**config.mk**
```make
export PLATFORM = sky130hd
export DESIGN_NAME = irq_ctrl_flat
export DESIGN_NICKNAME = d
export VERILOG_FILES = /design/src/rtl/rv32.sv /design/src/rtl/irq_ctrl_if.sv /design/src/rtl/irq_ctrl.sv /design/src/flat_wrapper.sv
export SDC_FILE = /design/constraint.sdc
export NUM_CORES = 1
export LEC_CHECK = 0
export ABC_AREA = 1
export BUFFER_PORTS_ARGS = -buffer_cell sky130_fd_sc_hd__buf_2
export CORE_ASPECT_RATIO = 0.75
export CORE_MARGIN = 10
export CORE_UTILIZATION = 30
export CTS_CLUSTER_SIZE = 10
export DETAILED_ROUTE_END_ITERATION = 6
export GPL_TIMING_DRIVEN = 0
export PLACE_DENSITY = 0.75
export SYNTH_ARGS = -nofsm -noshare
export SYNTH_HDL_FRONTEND = slang
export SYNTH_SLANG_ARGS = --single-unit
```
**constraint.sdc**
```tcl
create_clock -name clk -period 1 [get_ports clk]
set_input_delay 0.1 -clock clk [delete_from_list [all_inputs] [get_ports clk]]
set_output_delay 0.1 -clock clk [all_outputs]
set_load 0.005 [all_outputs]
```
**src/rtl/rv32.sv**
```systemverilog
// rv32: architectural constants shared by the Ranger core's CSR-facing blocks.
//   XLEN - register and CSR width in bits.
package rv32;
  localparam int XLEN = 32;
endpackage

```
**src/rtl/irq_ctrl_if.sv**
```systemverilog
// irq_ctrl_if: trap request handshake between the interrupt controller and
// the core's trap logic.
//   irq_req   - controller -> core, trap request level
//   irq_cause - controller -> core, mcause value for the pending request
//   irq_ack   - core -> controller, one-cycle pulse, trap taken
//   mret      - core -> controller, one-cycle pulse, mret retired
// master: the interrupt controller; slave: the core.
interface irq_ctrl_if;
  logic                   irq_req;
  logic [rv32::XLEN-1:0]  irq_cause;
  logic                   irq_ack;
  logic                   mret;

  modport master (output irq_req, output irq_cause, input irq_ack, input mret);
  modport slave  (input irq_req, input irq_cause, output irq_ack, output mret);
endinterface

```
**src/rtl/irq_ctrl.sv**
```systemverilog
// irq_ctrl: machine-mode interrupt controller for the Ranger core.
// Collects MTI, MSI and MEI levels, keeps the mip pending view, masks it with
// mie and mstatus.MIE, and raises one prioritized trap request
// (MEI > MSI > MTI) with its mcause value. After an ack, further requests are
// held off until mret.
// Ports:
//   clk, rst       - single clock, synchronous active-high reset
//   mti_irq        - timer interrupt level (clk domain)
//   msi_irq        - software interrupt level (clk domain)
//   mei_irq_async  - external interrupt level, asynchronous
//   mie            - mie CSR (bits 3, 7, 11 used)
//   mstatus_mie    - global machine interrupt enable
//   mip            - registered pending view (bits 3, 7, 11 live)
//   irq_bus        - req/cause/ack/mret handshake (master side)
module irq_ctrl #(
  parameter int SYNC_STAGES = 2
) (
  input  logic                  clk,
  input  logic                  rst,
  input  logic                  mti_irq,
  input  logic                  msi_irq,
  input  logic                  mei_irq_async,
  input  logic [rv32::XLEN-1:0] mie,
  input  logic                  mstatus_mie,
  output logic [rv32::XLEN-1:0] mip,
  irq_ctrl_if.master            irq_bus
);

  localparam int XLEN = rv32::XLEN;

  localparam logic [3:0] CODE_MSI = 4'd3;
  localparam logic [3:0] CODE_MTI = 4'd7;
  localparam logic [3:0] CODE_MEI = 4'd11;

  typedef enum logic [1:0] {
    IDLE = 2'd0,
    REQ  = 2'd1,
    BUSY = 2'd2
  } state_e;

  logic [SYNC_STAGES-1:0] sync_q;
  logic                   mei_s;
  logic                   msip_q;
  logic                   mtip_q;
  logic                   meip_q;

  state_e                 state_q;
  logic                   req_q;
  logic [XLEN-1:0]        cause_q;

  logic                   elig_msi;
  logic                   elig_mti;
  logic                   elig_mei;
  logic                   elig_any;
  logic [3:0]             sel_code;
  logic                   latched_elig;
  logic                   unused_mie;

  // Only the three machine interrupt enables matter here.
  assign unused_mie = ^{mie[XLEN-1:12], mie[10:8], mie[6:4], mie[2:0]};

  // Synchronizer and pending register: levels reloaded every cycle, no sticky bits.
  always_ff @(posedge clk) begin
    if (rst) begin
      sync_q <= '0;
      msip_q <= 1'b0;
      mtip_q <= 1'b0;
      meip_q <= 1'b0;
    end else begin
      sync_q <= {sync_q[SYNC_STAGES-2:0], mei_irq_async};
      msip_q <= msi_irq;
      mtip_q <= mti_irq;
      meip_q <= mei_s;
    end
  end

  assign mei_s = sync_q[SYNC_STAGES-1];

  always_comb begin
    mip     = '0;
    mip[3]  = msip_q;
    mip[7]  = mtip_q;
    mip[11] = meip_q;
  end

  // Eligible set and fixed priority selection.
  assign elig_msi = msip_q & mie[3]  & mstatus_mie;
  assign elig_mti = mtip_q & mie[7]  & mstatus_mie;
  assign elig_mei = meip_q & mie[11] & mstatus_mie;
  assign elig_any = elig_msi | elig_mti | elig_mei;

  always_comb begin
    sel_code = CODE_MTI;
    if (elig_mei) begin
      sel_code = CODE_MEI;
    end else if (elig_msi) begin
      sel_code = CODE_MSI;
    end
  end

  // Withdrawal follows only the source that was latched, not whatever is highest now.
  always_comb begin
    latched_elig = 1'b0;
    case (cause_q[3:0])
      CODE_MEI: latched_elig = elig_mei;
      CODE_MSI: latched_elig = elig_msi;
      CODE_MTI: latched_elig = elig_mti;
      default:  latched_elig = 1'b0;
    endcase
  end

  // Request FSM with registered req/cause outputs; cause reads 0 outside REQ.
  always_ff @(posedge clk) begin
    if (rst) begin
      state_q <= IDLE;
      req_q   <= 1'b0;
      cause_q <= '0;
    end else begin
      case (state_q)
        IDLE: begin
          if (elig_any) begin
            state_q <= REQ;
            req_q   <= 1'b1;
            cause_q <= {1'b1, {(XLEN-5){1'b0}}, sel_code};
          end
        end
        REQ: begin
          // Ack beats a simultaneous withdrawal.
          if (irq_bus.irq_ack) begin
            state_q <= BUSY;
            req_q   <= 1'b0;
            cause_q <= '0;
          end else if (!latched_elig) begin
            state_q <= IDLE;
            req_q   <= 1'b0;
            cause_q <= '0;
          end
        end
        BUSY: begin
          if (irq_bus.mret) begin
            state_q <= IDLE;
          end
        end
        default: begin
          state_q <= IDLE;
          req_q   <= 1'b0;
          cause_q <= '0;
        end
      endcase
    end
  end

  assign irq_bus.irq_req   = req_q;
  assign irq_bus.irq_cause = cause_q;

endmodule

```
**src/flat_wrapper.sv**
```systemverilog
// flat-port wrapper written by rule: the top's interface ports become plain ports
module irq_ctrl_flat 
#(
  parameter int SYNC_STAGES = 2
)
  (clk, rst, mti_irq, msi_irq, mei_irq_async, mie, mstatus_mie, mip, irq_bus_irq_req, irq_bus_irq_cause, irq_bus_irq_ack, irq_bus_mret);
  irq_ctrl_if irq_bus_i ();
  input  logic clk;
  input  logic rst;
  input  logic mti_irq;
  input  logic msi_irq;
  input  logic mei_irq_async;
  input  logic [rv32::XLEN-1:0] mie;
  input  logic mstatus_mie;
  output logic [rv32::XLEN-1:0] mip;
  output wire logic [$bits(irq_bus_i.irq_req)-1:0] irq_bus_irq_req;
  output wire logic [$bits(irq_bus_i.irq_cause)-1:0] irq_bus_irq_cause;
  input wire logic [$bits(irq_bus_i.irq_ack)-1:0] irq_bus_irq_ack;
  input wire logic [$bits(irq_bus_i.mret)-1:0] irq_bus_mret;
  assign irq_bus_irq_req = irq_bus_i.irq_req;
  assign irq_bus_irq_cause = irq_bus_i.irq_cause;
  assign irq_bus_i.irq_ack = irq_bus_irq_ack;
  assign irq_bus_i.mret = irq_bus_mret;
  irq_ctrl #(.SYNC_STAGES(SYNC_STAGES)) u_core (.clk(clk), .rst(rst), .mti_irq(mti_irq), .msi_irq(msi_irq), .mei_irq_async(mei_irq_async), .mie(mie), .mstatus_mie(mstatus_mie), .mip(mip), .irq_bus(irq_bus_i));
endmodule
```
==> results of run 1 <==
==> worst max-delay path by stage <==
| stage | to | slack (ns) | depth (start not counted) |
|---|---|---|---|
| global placement | u_core.irq_bus.irq_cause[1] | -0.1 | 7 |
| floorplan | u_core.irq_bus.irq_cause[2] | -0.0001 | 8 |
| CTS | u_core.irq_bus.irq_cause[1] | -0.09 | 7 |
| finish | u_core.irq_bus.irq_cause[1] | -0.12 | 7 |
| detailed placement | u_core.irq_bus.irq_cause[1] | -0.11 | 7 |
| global route | u_core.irq_bus.irq_cause[1] | -0.17 | 7 |
==> report_power, final <==
| group | internal, mW | switching [mW] | total [mW] |
|---|---|---|---|
| Combinational | 0.304 | 0.238 | 0.541 |
| Clock | 0.346 | 0.159 | 0.506 |
| Sequential | 0.441 | 0.0393 | 0.480 |
| Total | 1.09 | 0.436 | 1.53 |
==> sequential cells by signal, indices dropped and copies added (netlist names) <==
signal,flops
u_core.irq_bus.irq_cause,3
u_core.state_q,2
u_core.meip_q,1
u_core.msip_q,1
u_core.mtip_q,1
u_core.sync_q,2
==> tightest hold or removal path, stage by stage <==
cell and delay, ns:
buf_2 0.09, inv_1 0.04, nor2_1 0.03
==> final cells by class <==
cell class,count,area (um2)
buffer,62,465
clock buffer,4,55.1
multi-input combinational,101,515
fill,302,1470
timing repair buffer,23,129
tap,38,47.5
sequential,10,215
inverter,15,56.3
==> cells by family after synthesis <==
kind of cell | count (synthesis) | synth area share
flip-flops | 10 | 0.214
other | 1 | 0.00401
AND/OR/NAND/NOR | 39 | 0.191
AO/OA/AOI/OAI | 6 | 0.0321
buffers and inverters | 77 | 0.558
==> per-layer routing <==
metal  vias to the layer above  track usage  wire length [um]  part of all wire
met2                        36        0.132              1220              0.52
met1                       317       0.0658               768              0.33
met3                         3       0.0605               334              0.14
met5                         -            0                 0                 0
li1                        444            -                 -                 -
met4                         0       0.0184                 7            0.0030
==> what timing repair did <==
item,CTS,global route
setup endpoints to repair,4,4
gates resized for setup,26,7
buffers inserted,2,2
pin swaps,16,10
hold buffers,0,0
==> metrics by stage <==
step / hold WS (ns) / setup slack, ns
6_report: 0.0597 / -0.116
5_1_grt: 0.0637 / -0.169
4_1_cts: 0.0604 / -0.0915
3_5_place_dp: 0.309 / -0.107
3_3_place_gp: 0.301 / -0.0966
2_1_floorplan: 0.169 / -0.000106
==> placed cells by master (no fill, tap or decap) <==
| cell | count |
|---|---|
| buf_4 | 65 |
| conb_1 | 56 |
| buf_2 | 19 |
| inv_1 | 13 |
| nand2_1 | 11 |
| nor2_1 | 10 |
| dfxtp_2 | 6 |
| nor2_4 | 5 |
| clkbuf_8 | 4 |
| nand3_4 | 3 |
| nand3_2 | 3 |
| a21oi_2 | 3 |
| inv_2 | 2 |
| nand2_2 | 2 |
| nor2_2 | 2 |
| nand3_1 | 2 |
| o21ai_1 | 2 |
| dfxtp_4 | 2 |
| dfxtp_1 | 2 |
| nand2_4 | 1 |
| a21oi_1 | 1 |
| buf_6 | 1 |
==> metrics.txt, run 1 <==
outcome complete, but fails checks; failing checks setup timing; diode count 0; final instance area 1480 um2; DR vias 800; achievable frequency approximately 900 MHz; Slew Viols, Final 0; crit path from u_core.meip_q; Synth top area share 0.498; Pleak 0.937 nW; root buf cell clkbuf_8; Syn Inst Count about 130; most common cell in the synthesized netlist buf_4; critical path endpoint category flop; Top Family by Delay on Critical Path simple AND/OR/NAND/NOR gates; worst hold start mti_irq; total power draw approximately 1.5 mW; slowest cell on the critical path dfxtp_2; Pre-Repair DR Iteration Count 4; post-layout util 0.502; num rows 17; Die H around 68 um; non-filler instance count after layout around 250; VDD IR-drop max 443 uV; TritonCTS clock tree built; Hold Fails Final Rpt 0; share of cells above drive strength 1 0.549; r2r setup slk -0.12 ns; # Max-Cap Violations 0; Iter 0 DRT Violations 40; hold depth 3; Sink Count 10; Worst Path Buf+Inv 0; unrepaired setup endpoints after global routing true; Post-DRT Antenna Nets 0; post-route setup slack -0.116 ns; critical-path maximum fanout 6; asr flop ratio synth 0; Residual DRC 0; largest net degree at the start of global routing 8; Hold Path End u_core.mtip_q; crit path DAT 1.25 ns; post-layout min period roughly 1.1 ns; startpoint types flop; WL/cell between 9 and 10 um; Hold/Removal Path Class input port to flop; Ys Warns 0; area grow syn2layout 58.8%; total CTS buffers 3; worst clock skew about 0.0042 ns; Worst R2R Path Depth 7; gr ovfl total 0; number of port buffers 19; critical setup path kind flop to flop; Total Die Area 5770 um2; CP required roughly 1.1 ns; clk_lat worst skew roughly 0.24 ns; critical path's largest stage delay between 0.3 and 0.4 ns; routed wire length about 2300 um; ys flop type dfxtp_1; Layout Nets 256; chip width between 80 and 90 um; Syn Area/Cell 7.03 um2; PwrDens ~1000 nW/um2; gpl congestion a little under 0.8; vias per inst 3.16; placed cells 245; number of distinct library cells after synthesis 13; Period Utilization, post-route 1.12; initial antenna violation count 0; I/O pins between 100 and 150; Final TNS setup -0.480 ns; Starting Density 0.316; Post-synth EDFFs 0; first-pass GRT wire length between 3000 and 4000 um; core area slightly below 3000 um2; Yosys top cell by area buf_4; CTS clk-pin slew, worst paths ~0.050 ns; setup violators final 7; htree depth 1; worst path cell trace nand3_4, nand3_4, nor2_4, nor2_4, nand3_1, nand2_1, nor2_1; vias in the first global route around 730; Area contributors post-synth buf_4 (50%), dfxtp_1 (21%), inv_1 (6.0%), nand2_1 (5.2%), nor2_1 (5.2%); Max Buffers Root-to-Sink 2; DP Wirelength 1980 um; register area share after synthesis 0.214; Reg-to-Reg End u_core.irq_bus.irq_cause[1]; Synth Register Bits 10; top cells by count, synth buf_4 (62), inv_1 (15), nand2_1 (13), nor2_1 (13), dfxtp_1 (10); Reg-to-Reg Start u_core.meip_q; GRT Total Usage 0.0743; synthesized area between 900 and 1000 um2; area post-placement approximately 1300 um2
Note: power is estimated with default switching activity, not from simulation.
==> inputs of run 2 (changes only) <==
REMOVE_ABC_BUFFERS = 1   (was not set)
==> metrics.txt, run 2 (synthesis gave the netlist of run 1 again) <==
slowest cell on the critical path dfxtp_2; initial antenna violation count 0; vias per inst approximately 3.3; number of port buffers 19; PwrDens 1320 nW/um2; critical setup path kind flop to flop; critical-path maximum fanout 7; TritonCTS clock tree built; unrepaired setup endpoints after global routing true; sequential share of power 0.356; Clock power frac 0.391; Period Utilization, post-route 1.10; total CTS buffers 3; Total Die Area ~5800 um2; hold depth 3; clk_lat worst skew approximately 0.24 ns; Sw Ratio 0.301; vias in the first global route approximately 600; Slew Viols, Final 0; # Max-Cap Violations 0; most common cell after layout, fill and taps aside conb_1; routed wire length approximately 2200 um; gr ovfl total 0; share of cells above drive strength 1 0.323; Die H slightly below 70 um; Residual DRC 0; failing checks setup timing; largest net degree at the start of global routing 8; DR vias between 600 and 700; post-route setup slack -0.102 ns; Hold Fails Final Rpt 0; max reg flops 3; Iter 0 DRT Violations 23; post-layout min period 1.10 ns; internal power ~0.92 mW; worst clock skew 0.00316 ns; gpl congestion about 0.74; startpoint types flop; Starting Density 0.316; core area 2960 um2; Comb pwr share 0.253; critical path's largest stage delay 0.31 ns; critical path endpoint category flop; P_sw between 0.3 and 0.4 mW; Sink Count 10; most frequent cells in the layout conb_1 (56), buf_2 (19), inv_1 (14), nand2_1 (12), nor2_1 (11); DP Wirelength 1780 um; chip width around 84 um; WL/cell roughly 11 um; VDD IR-drop max approximately 550 uV; crit path DAT 1.23 ns; area grow syn2layout 5.89%; root buf cell clkbuf_8; htree depth 1; total power draw approximately 1.3 mW; I/O pins approximately 110; GRT Total Usage 0.0645; diode count 0; Pre-Repair DR Iteration Count 5; Post-DRT Antenna Nets 0; outcome complete, but fails checks; fillcell total between 300 and 400; Max Buffers Root-to-Sink 2; worst path cell trace inv_1, nand2_1, nor2_1, nand2_1, nand3_2, nand2_4, a21oi_1, nor2_1; CTS clk-pin slew, worst paths about 0.050 ns; hold slack between 0.06 and 0.07 ns; CP required around 1.1 ns; Layout Nets 196; first-pass GRT wire length 2900 um; Worst R2R Path Depth 8; setup violators final 4; Pleak around 0.61 nW; achievable frequency slightly above 900 MHz; Hold/Removal Path Class input port to flop; post-place setup slack -0.189 ns; num rows 17
==> run 2: changes by cell type in the layout (fill, tap and decap cells not counted), sizes merged <==
cell,before,now
buf,85,25
==> run 2: layer usage <==
metal	global-route usage	wire length (um)	vias up
met3	0.0451	214	4
met5	0	0	-
met4	0.0246	28	0
met2	0.119	1270	28
li1	-	-	328
met1	0.0549	683	286
==> run 2: metrics by stage <==
step                      instances  TNS [ns]  area (um2)  utilization
after detailed placement        183    -0.703         818        0.277
after CTS                       193    -0.335         985        0.333
after global routing            193    -0.683         990        0.335
after global placement          183    -0.514         818        0.277
final                           193    -0.359         990        0.335
after floorplan                 126    -0.468         676            -
==> run 2: path summary, 6_finish.rpt <==
kind	startpoint	endpoint	slack, ns
setup / recovery	u_core.irq_bus.irq_cause[3]	u_core.irq_bus.irq_cause[1]	-0.10
hold / removal	mti_irq	u_core.mtip_q	0.06
setup reg to reg	u_core.irq_bus.irq_cause[3]	u_core.irq_bus.irq_cause[1]	-0.10
hold reg to reg	u_core.sync_q[1]	u_core.meip_q	0.40
==> run 2: final cells by class <==
| cell class | instances | area, um2 | share of cell area |
|---|---|---|---|
| clock buffers | 4 | 55.1 | 0.0556 |
| inverters | 15 | 56.3 | 0.0569 |
| multi-input cells | 101 | 477 | 0.482 |
| flip-flops and latches | 10 | 210 | 0.212 |
| well taps | 38 | 47.5 | 0.0480 |
| repair buffers | 25 | 144 | 0.145 |
==> run 2: power groups by stage <==
stage                     Combinational, mW  Sequential [mW]  Clock, mW
final                                 0.332            0.466      0.513
after global routing                  0.379            0.469      0.553
after CTS                             0.320            0.465      0.526
after detailed placement              0.247            0.470          0
after global placement                0.241            0.469          0
after floorplan                       0.154            0.471          0
==> run 2: timing repair <==
item / in CTS / in global routing
pin swaps: 8 / 3
hold buffers: 0 / 0
endpoints found under the hold margin: 0 / 0
resized for setup: 21 / 2
buffers inserted: 6 / 0
setup endpoints to repair: 4 / 4
==> run 2: worst max-delay path, delay by kind of cell, from the launching register on <==
kind                   cells  cell delay [ns]
DFF                        1             0.31
AOI/OAI and AO/OA          1             0.13
and+or+nand+nor            6             0.48
buffers and inverters      1             0.06
